File: src/rtl/muldiv_ctrl_pkg.sv
// +--------------------------------------------------------------------------+
// | muldiv_ctrl_pkg: op codes and helpers shared by the mul/div sequencer.    |
// | Revision: 1.0                                                            |
// +--------------------------------------------------------------------------+
`default_nettype none

package muldiv_ctrl_pkg;

  typedef logic [1:0] md_op_t;

  localparam md_op_t MD_MULT  = 2'b00;
  localparam md_op_t MD_MULTU = 2'b01;
  localparam md_op_t MD_DIV   = 2'b10;
  localparam md_op_t MD_DIVU  = 2'b11;

  // Two's-complement magnitude; 0x80000000 maps to itself, read as unsigned.
  function automatic logic [31:0] abs32(input logic [31:0] v);
    return v[31] ? (32'd0 - v) : v;
  endfunction

endpackage

`default_nettype wire

File: src/rtl/muldiv_ctrl_div_iter.sv
// +--------------------------------------------------------------------------+
// | div_iter: unsigned 32/32 radix-2 restoring divider, one bit per enable.   |
// | Revision: 1.0                                                            |
// +--------------------------------------------------------------------------+
`default_nettype none

module div_iter (
  input  logic        clk,
  input  logic        rst,
  input  logic        init_i,
  input  logic        en_i,
  input  logic [31:0] dividend_i,
  input  logic [31:0] divisor_i,
  output logic [31:0] quotient_o,
  output logic [31:0] remainder_o
);

  logic [31:0] quot_q, quot_d;
  logic [31:0] rem_q, rem_d;
  logic [31:0] dvs_q, dvs_d;
  logic [32:0] w_shift;

  // The dividend shifts out of quot_q MSB-first while quotient bits enter at the LSB.
  always_comb begin
    w_shift = {rem_q, quot_q[31]};
    quot_d  = quot_q;
    rem_d   = rem_q;
    dvs_d   = dvs_q;
    if (init_i) begin
      quot_d = dividend_i;
      rem_d  = 32'd0;
      dvs_d  = divisor_i;
    end else if (en_i) begin
      if (w_shift >= {1'b0, dvs_q}) begin
        rem_d  = 32'(w_shift - {1'b0, dvs_q});
        quot_d = {quot_q[30:0], 1'b1};
      end else begin
        rem_d  = w_shift[31:0];
        quot_d = {quot_q[30:0], 1'b0};
      end
    end
  end

  always_ff @(posedge clk) begin
    if (rst) begin
      quot_q <= 32'd0;
      rem_q  <= 32'd0;
      dvs_q  <= 32'd0;
    end else begin
      quot_q <= quot_d;
      rem_q  <= rem_d;
      dvs_q  <= dvs_d;
    end
  end

  assign quotient_o  = quot_q;
  assign remainder_o = rem_q;

endmodule

`default_nettype wire

File: src/rtl/muldiv_ctrl.sv
// +--------------------------------------------------------------------------+
// | muldiv_ctrl: multi-cycle MULT/MULTU/DIV/DIVU sequencer owning HI/LO.     |
// | Revision: 1.0                                                            |
// +--------------------------------------------------------------------------+
`default_nettype none

module muldiv_ctrl
  import muldiv_ctrl_pkg::*;
#(
  parameter int unsigned MUL_LAT = 2
) (
  input  logic        clk,
  input  logic        rst,
  input  logic        start,
  input  logic [1:0]  op,
  input  logic [31:0] A,
  input  logic [31:0] B,
  input  logic        flush,
  input  logic        mthi_we,
  input  logic        mtlo_we,
  input  logic [31:0] wdata,
  output logic        stall,
  output logic        done,
  output logic [31:0] hi,
  output logic [31:0] lo
);

  localparam logic [1:0] S_IDLE = 2'd0;
  localparam logic [1:0] S_MUL  = 2'd1;
  localparam logic [1:0] S_DIV  = 2'd2;
  localparam logic [1:0] S_FIN  = 2'd3;

  localparam logic [4:0] MUL_LAST = 5'(MUL_LAT - 1);
  localparam logic [4:0] DIV_LAST = 5'd31;

  logic [1:0]  state_q, state_d;
  logic [4:0]  cnt_q, cnt_d;
  md_op_t      op_q, op_d;
  logic [31:0] a_q, a_d;
  logic [31:0] b_q, b_d;
  logic        qneg_q, qneg_d;
  logic        rneg_q, rneg_d;
  logic [31:0] hi_q, hi_d;
  logic [31:0] lo_q, lo_d;
  logic        done_q, done_d;

  logic        w_accept;
  logic        w_is_div;
  logic [31:0] w_a_opnd, w_b_opnd;
  logic        w_div_init, w_div_en;
  logic [31:0] w_quot, w_rem;
  logic        w_sa, w_sb;
  logic [63:0] w_prod;

  assign w_accept = (state_q == S_IDLE) & start & ~flush;
  assign w_is_div = (op == MD_DIV);
  assign w_a_opnd = w_is_div ? abs32(A) : A;
  assign w_b_opnd = w_is_div ? abs32(B) : B;

  // Sign-extending to 64 bits gives the same low half as the 66-bit {s,A}*{s,B}.
  assign w_sa   = ~op_q[0] & a_q[31];
  assign w_sb   = ~op_q[0] & b_q[31];
  assign w_prod = {{32{w_sa}}, a_q} * {{32{w_sb}}, b_q};

  div_iter u_div_iter (
    .clk         (clk),
    .rst         (rst),
    .init_i      (w_div_init),
    .en_i        (w_div_en),
    .dividend_i  (w_a_opnd),
    .divisor_i   (w_b_opnd),
    .quotient_o  (w_quot),
    .remainder_o (w_rem)
  );

  always_comb begin
    state_d    = state_q;
    cnt_d      = cnt_q;
    op_d       = op_q;
    a_d        = a_q;
    b_d        = b_q;
    qneg_d     = qneg_q;
    rneg_d     = rneg_q;
    hi_d       = hi_q;
    lo_d       = lo_q;
    done_d     = 1'b0;
    w_div_init = 1'b0;
    w_div_en   = 1'b0;
    case (state_q)
      S_IDLE: begin
        if (~flush) begin
          if (mthi_we) hi_d = wdata;
          if (mtlo_we) lo_d = wdata;
        end
        if (w_accept) begin
          op_d       = op;
          a_d        = w_a_opnd;
          b_d        = w_b_opnd;
          qneg_d     = w_is_div & (A[31] ^ B[31]);
          rneg_d     = w_is_div & A[31];
          cnt_d      = 5'd0;
          w_div_init = 1'b1;
          state_d    = op[1] ? S_DIV : S_MUL;
        end
      end
      S_MUL: begin
        cnt_d = cnt_q + 5'd1;
        if (cnt_q == MUL_LAST) state_d = S_FIN;
      end
      S_DIV: begin
        w_div_en = 1'b1;
        cnt_d    = cnt_q + 5'd1;
        if (cnt_q == DIV_LAST) state_d = S_FIN;
      end
      default: begin
        state_d = S_IDLE;
        done_d  = 1'b1;
        if (op_q[1]) begin
          hi_d = rneg_q ? (32'd0 - w_rem)  : w_rem;
          lo_d = qneg_q ? (32'd0 - w_quot) : w_quot;
        end else begin
          hi_d = w_prod[63:32];
          lo_d = w_prod[31:0];
        end
      end
    endcase
    // A flush while busy abandons the operation, including a pending FIN write.
    if (flush && (state_q != S_IDLE)) begin
      state_d = S_IDLE;
      done_d  = 1'b0;
      hi_d    = hi_q;
      lo_d    = lo_q;
    end
  end

  always_ff @(posedge clk) begin
    if (rst) begin
      state_q <= S_IDLE;
      cnt_q   <= 5'd0;
      op_q    <= MD_MULT;
      a_q     <= 32'd0;
      b_q     <= 32'd0;
      qneg_q  <= 1'b0;
      rneg_q  <= 1'b0;
      hi_q    <= 32'd0;
      lo_q    <= 32'd0;
      done_q  <= 1'b0;
    end else begin
      state_q <= state_d;
      cnt_q   <= cnt_d;
      op_q    <= op_d;
      a_q     <= a_d;
      b_q     <= b_d;
      qneg_q  <= qneg_d;
      rneg_q  <= rneg_d;
      hi_q    <= hi_d;
      lo_q    <= lo_d;
      done_q  <= done_d;
    end
  end

  assign stall = ~flush & (((state_q == S_IDLE) & start) | (state_q != S_IDLE));
  assign done  = done_q;
  assign hi    = hi_q;
  assign lo    = lo_q;

endmodule

`default_nettype wire

File: config.mk
export PLATFORM = sky130hd
export DESIGN_NAME = muldiv_ctrl
export DESIGN_NICKNAME = d
export VERILOG_FILES = /design/src/rtl/muldiv_ctrl_pkg.sv /design/src/rtl/muldiv_ctrl_div_iter.sv /design/src/rtl/muldiv_ctrl.sv
export SDC_FILE = /design/constraint.sdc
export NUM_CORES = 2
export LEC_CHECK = 0
export BUFFER_PORTS_ARGS = -buffer_cell sky130_fd_sc_hd__buf_2
export CORE_UTILIZATION = 39
export DETAILED_ROUTE_END_ITERATION = 10
export PLACE_DENSITY_LB_ADDON = 0.1
export REMOVE_ABC_BUFFERS = 1
export SLEW_MARGIN = 40
export SYNTH_ARGS = -nofsm -noshare
export SYNTH_HDL_FRONTEND = slang
export SYNTH_SLANG_ARGS = --single-unit
File: constraint.sdc
create_clock -name clk -period 14.7 [get_ports clk]
set_clock_uncertainty 0.2 [all_clocks]
set_input_delay 0.735 -clock clk [delete_from_list [all_inputs] [get_ports clk]]
set_output_delay 0.735 -clock clk [all_outputs]
set_load 0.01 [all_outputs]
==> out/qor.csv <==
stage,metric,value,unit
status,outcome,completed,
cts,cts_tree,built,
global_routing,grt_max_degree,74,
setup_path,worstPathArrival,9.43,ns
setup_path,crit_path_max_fanout,22,
die,dieArea,0.131,mm²
detailed_routing,via_per_inst,5.19,
die,core_area,0.128,mm²
detailed_routing,drc,0,
power,p_clk_share,11.0,%
power,p_total,5.93,mW
yosys,synth.top_cell.area_share,44.5,%
detailed_routing,route.met2.wl,80600,µm
finish,finalNetCount,7259,
sta,relSlewSlack,40.1,%
power,irDropWorstVdd,0.118,mV
die,initial_utilization,39.5,%
global_routing,grt_pass1_vias,41000,
detailed_routing,wl,162000,µm
die,row_count,131,
power,p_leak,25.5,nW
finish,drive_gt1_share,5.82,%
detailed_routing,vias,39100,
flow_run,cap_violations,0,
finish,fin_util,42.1,%
die,die_w,362,µm
detailed_routing,avgRoutedWirePerCell,21.6,µm
yosys,synth.most_common_cell,inv_1,
die,die_y,362,µm
sta,slew_violations,0,
place,place_inst,7475,
yosys,synth_edf_count,0,
detailed_routing,topRoutingLayerUsed,met5,
yosys,seq_area_frac_synth,8.06,%
sta,finalCritPeriodShare,62.6,%
power,switchingPower,3.33,mW
global_routing,grt_overflow,0,
sta,worstMarginPinSlew,0.892,ns
setup_path,reg2regPathDepth,27,
finish,instances_no_fill,7526,
finish,postLayoutCellArea,0.0539,mm²
yosys,postSynthCellCount,5836,
yosys,yosysTopAreaCell,fa_1,
yosys,synthArstFlopShare,0,%
finish,areaGrowthSynthToFinish,6.48,%
cts,clk_path_buf_depth,3,
yosys,yosys.cell_types.count,73,
place,routabilityCongestion,0.909,
cts,clock_latency,0.57,ns
sta,rsz0062_at_grt,false,
power,power_frac_seq,13.5,%
detailed_routing,wl_met3,6820,µm
setup_path,path_class,reg -> reg,
sta,setup-violations-final,0,
power,p_int,2.60,mW
setup_path,startpoint,b_q[3],
yosys,synth_area,0.0507,mm²
detailed_routing,wl_met1,71200,µm
hold_path,hold_path_class,in -> reg,
detailed_routing,drtIter0Drc,2331,
sta,setup-tns-final,0,ns
hold_path,whs_path_depth,3,
yosys,synth.ff_latch_count,204,
power,share_comb_of_total_power,75.5,%
cts,path_clk_slew,0.06,ns
power,switching_share,56.2,%
setup_path,reg2reg_from,b_q[3],
place,io_buffers,169,
sta,hold_viol_final,0,
yosys,synthTopCellsByArea,"fa_1 (44%), inv_1 (8.8%), dfxtp_1 (8.1%)",
place,placed_area,0.0531,mm²
cts,post_cts_resized,0,
setup_path,cp-end-kind,flip-flop,
yosys,synthFlopType,dfxtp_1,
setup_path,critPathRequiredTime,14.93,ns
hold_path,min_from,op[0],
place,dp_hpwl,132000,µm
cts,post-cts-setup-buffers,0,
cts,ctsHoldBuffers,0,
cts,cts_buffers,26,
power,power_density,110,mW/mm²
global_routing,antenna_found_initial,12,
setup_path,start_kind,flip-flop,
global_routing,grt.total_usage,25.2,%
detailed_routing,drtAntennaViolNets,0,
sta,fin_crit,9.20,ns
yosys,ys_top_cells_by_count,"inv_1 (1193), fa_1 (1126), nand2_1 (856)",
cts,cts_num_sinks,204,
global_routing,grt_pass1_wl,254000,µm
cts,htreeDepth,1,
yosys,syn_avg_cell_area,8.68,µm²
yosys,yosysWarningCount,0,
die,io_pins,170,
cts,cts_root_buf,clkbuf_16,
detailed_routing,drt-pass1-iter-count,5,
sta,fmax,109,MHz
==> registers in the layout, summed over array words and instances, names as in the netlist <==
name and count:
u_div_iter.quotient_o 32, op_q 2, rneg_q 1, state_q 2
cnt_q 5, u_div_iter.remainder_o 32, lo 32, hi 32
qneg_q 1, done 1, b_q 32, a_q 32
==> power by group through the flow <==
stage                     logic [mW]  clock network [mW]  registers (mW)
after global routing            4.98               0.680           0.813
after floorplan                 2.76                   0           0.911
final                           4.48               0.650           0.802
after global placement          4.50                   0           0.809
after CTS                       4.53               0.659           0.798
after detailed placement        4.49                   0           0.809
==> metrics by stage <==
step           worst slack (ns)  hold slack, ns
2_1_floorplan              4.01           0.260
3_3_place_gp               5.54           0.234
3_5_place_dp               5.54           0.240
4_1_cts                    5.50           0.217
5_1_grt                    4.91           0.272
6_report                   5.50           0.240
==> layer usage <==
layer	vias to the layer above	global-route usage, %
met2	905	43.7
met5	-	0
met1	20400	34.7
li1	17600	-
met4	2	5.10
met3	169	1.74
==> kinds of logic (layout without fill, tap and decap cells) <==
family / count (synthesis) / in the layout / share of synthesized area, %
DFF: 204 / 204 / 8.06
buffers and inverters: 1540 / 1495 / 11.4
xor gates and xnor gates: 212 / 212 / 3.66
AOI/OAI and AO/OA: 784 / 784 / 9.85
adders and majority gates: 1381 / 1381 / 50.8
other: 0 / 6 / 0
and+or+nand+nor: 1670 / 1670 / 15.3
muxes: 45 / 45 / 0.891
==> cell usage in the layout, fill, tap and decap left out, drive strengths merged, types with 14 or more instances in the layout <==
cell and n:
and2 372, inv 1193, dfxtp 204, nor2 209, o21ai 164, nand2 856, a21boi 30, a31oi 28
nor3 42, o22ai 14, fa 1126, or4 14, a211oi 79, a21oi 229, buf 257, mux2i 44
nor2b 19, and3 18, o21a 42, clkbuf 34, xor2 106, o31ai 38, nand4 23, o41ai 17
nand2b 23, or3 22, a21o 49, o211ai 29, xnor2 106, ha 255, nand3 33
==> worst paths after layout <==
path | end | slack (ns)
hold reg to reg | hi[22] | 0.25
setup / recovery | hi[30] | 5.50
hold / removal | op_q[0] | 0.24
setup reg to reg | hi[30] | 5.50
==> worst max-delay path, stage by stage (launching register included) <==
cell       delay, ns
dfxtp_1         0.74
buf_4           0.41
nand2_1         0.14
inv_1           0.14
fa_1            0.46
fa_1            0.50
fa_1            0.67
inv_1           0.32
fa_1            0.57
inv_1           0.05
fa_1            0.48
fa_1            0.50
fa_1            0.49
inv_1           0.05
fa_1            0.47
inv_1           0.04
ha_1            0.36
a21oi_1         0.19
nor2_1          0.07
a211oi_1        0.40
o31a_1          0.26
nor3_1          0.06
a2bb2oi_1       0.41
o21a_1          0.25
o21ai_0         0.15
a311oi_1        0.34
xor2_1          0.23
a21oi_1         0.09
==> cell type report <==
class	instances	area (µm²)
clock inverters	11	125
flip-flops and latches	204	4090
well taps	1729	2160
repair buffers	257	1520
diodes	6	15.0
clock buffers	34	711
multi-input cells	4092	40800
fillers	13300	74200
inverters	1193	4480
Note: power is estimated with default switching activity, not from simulation.
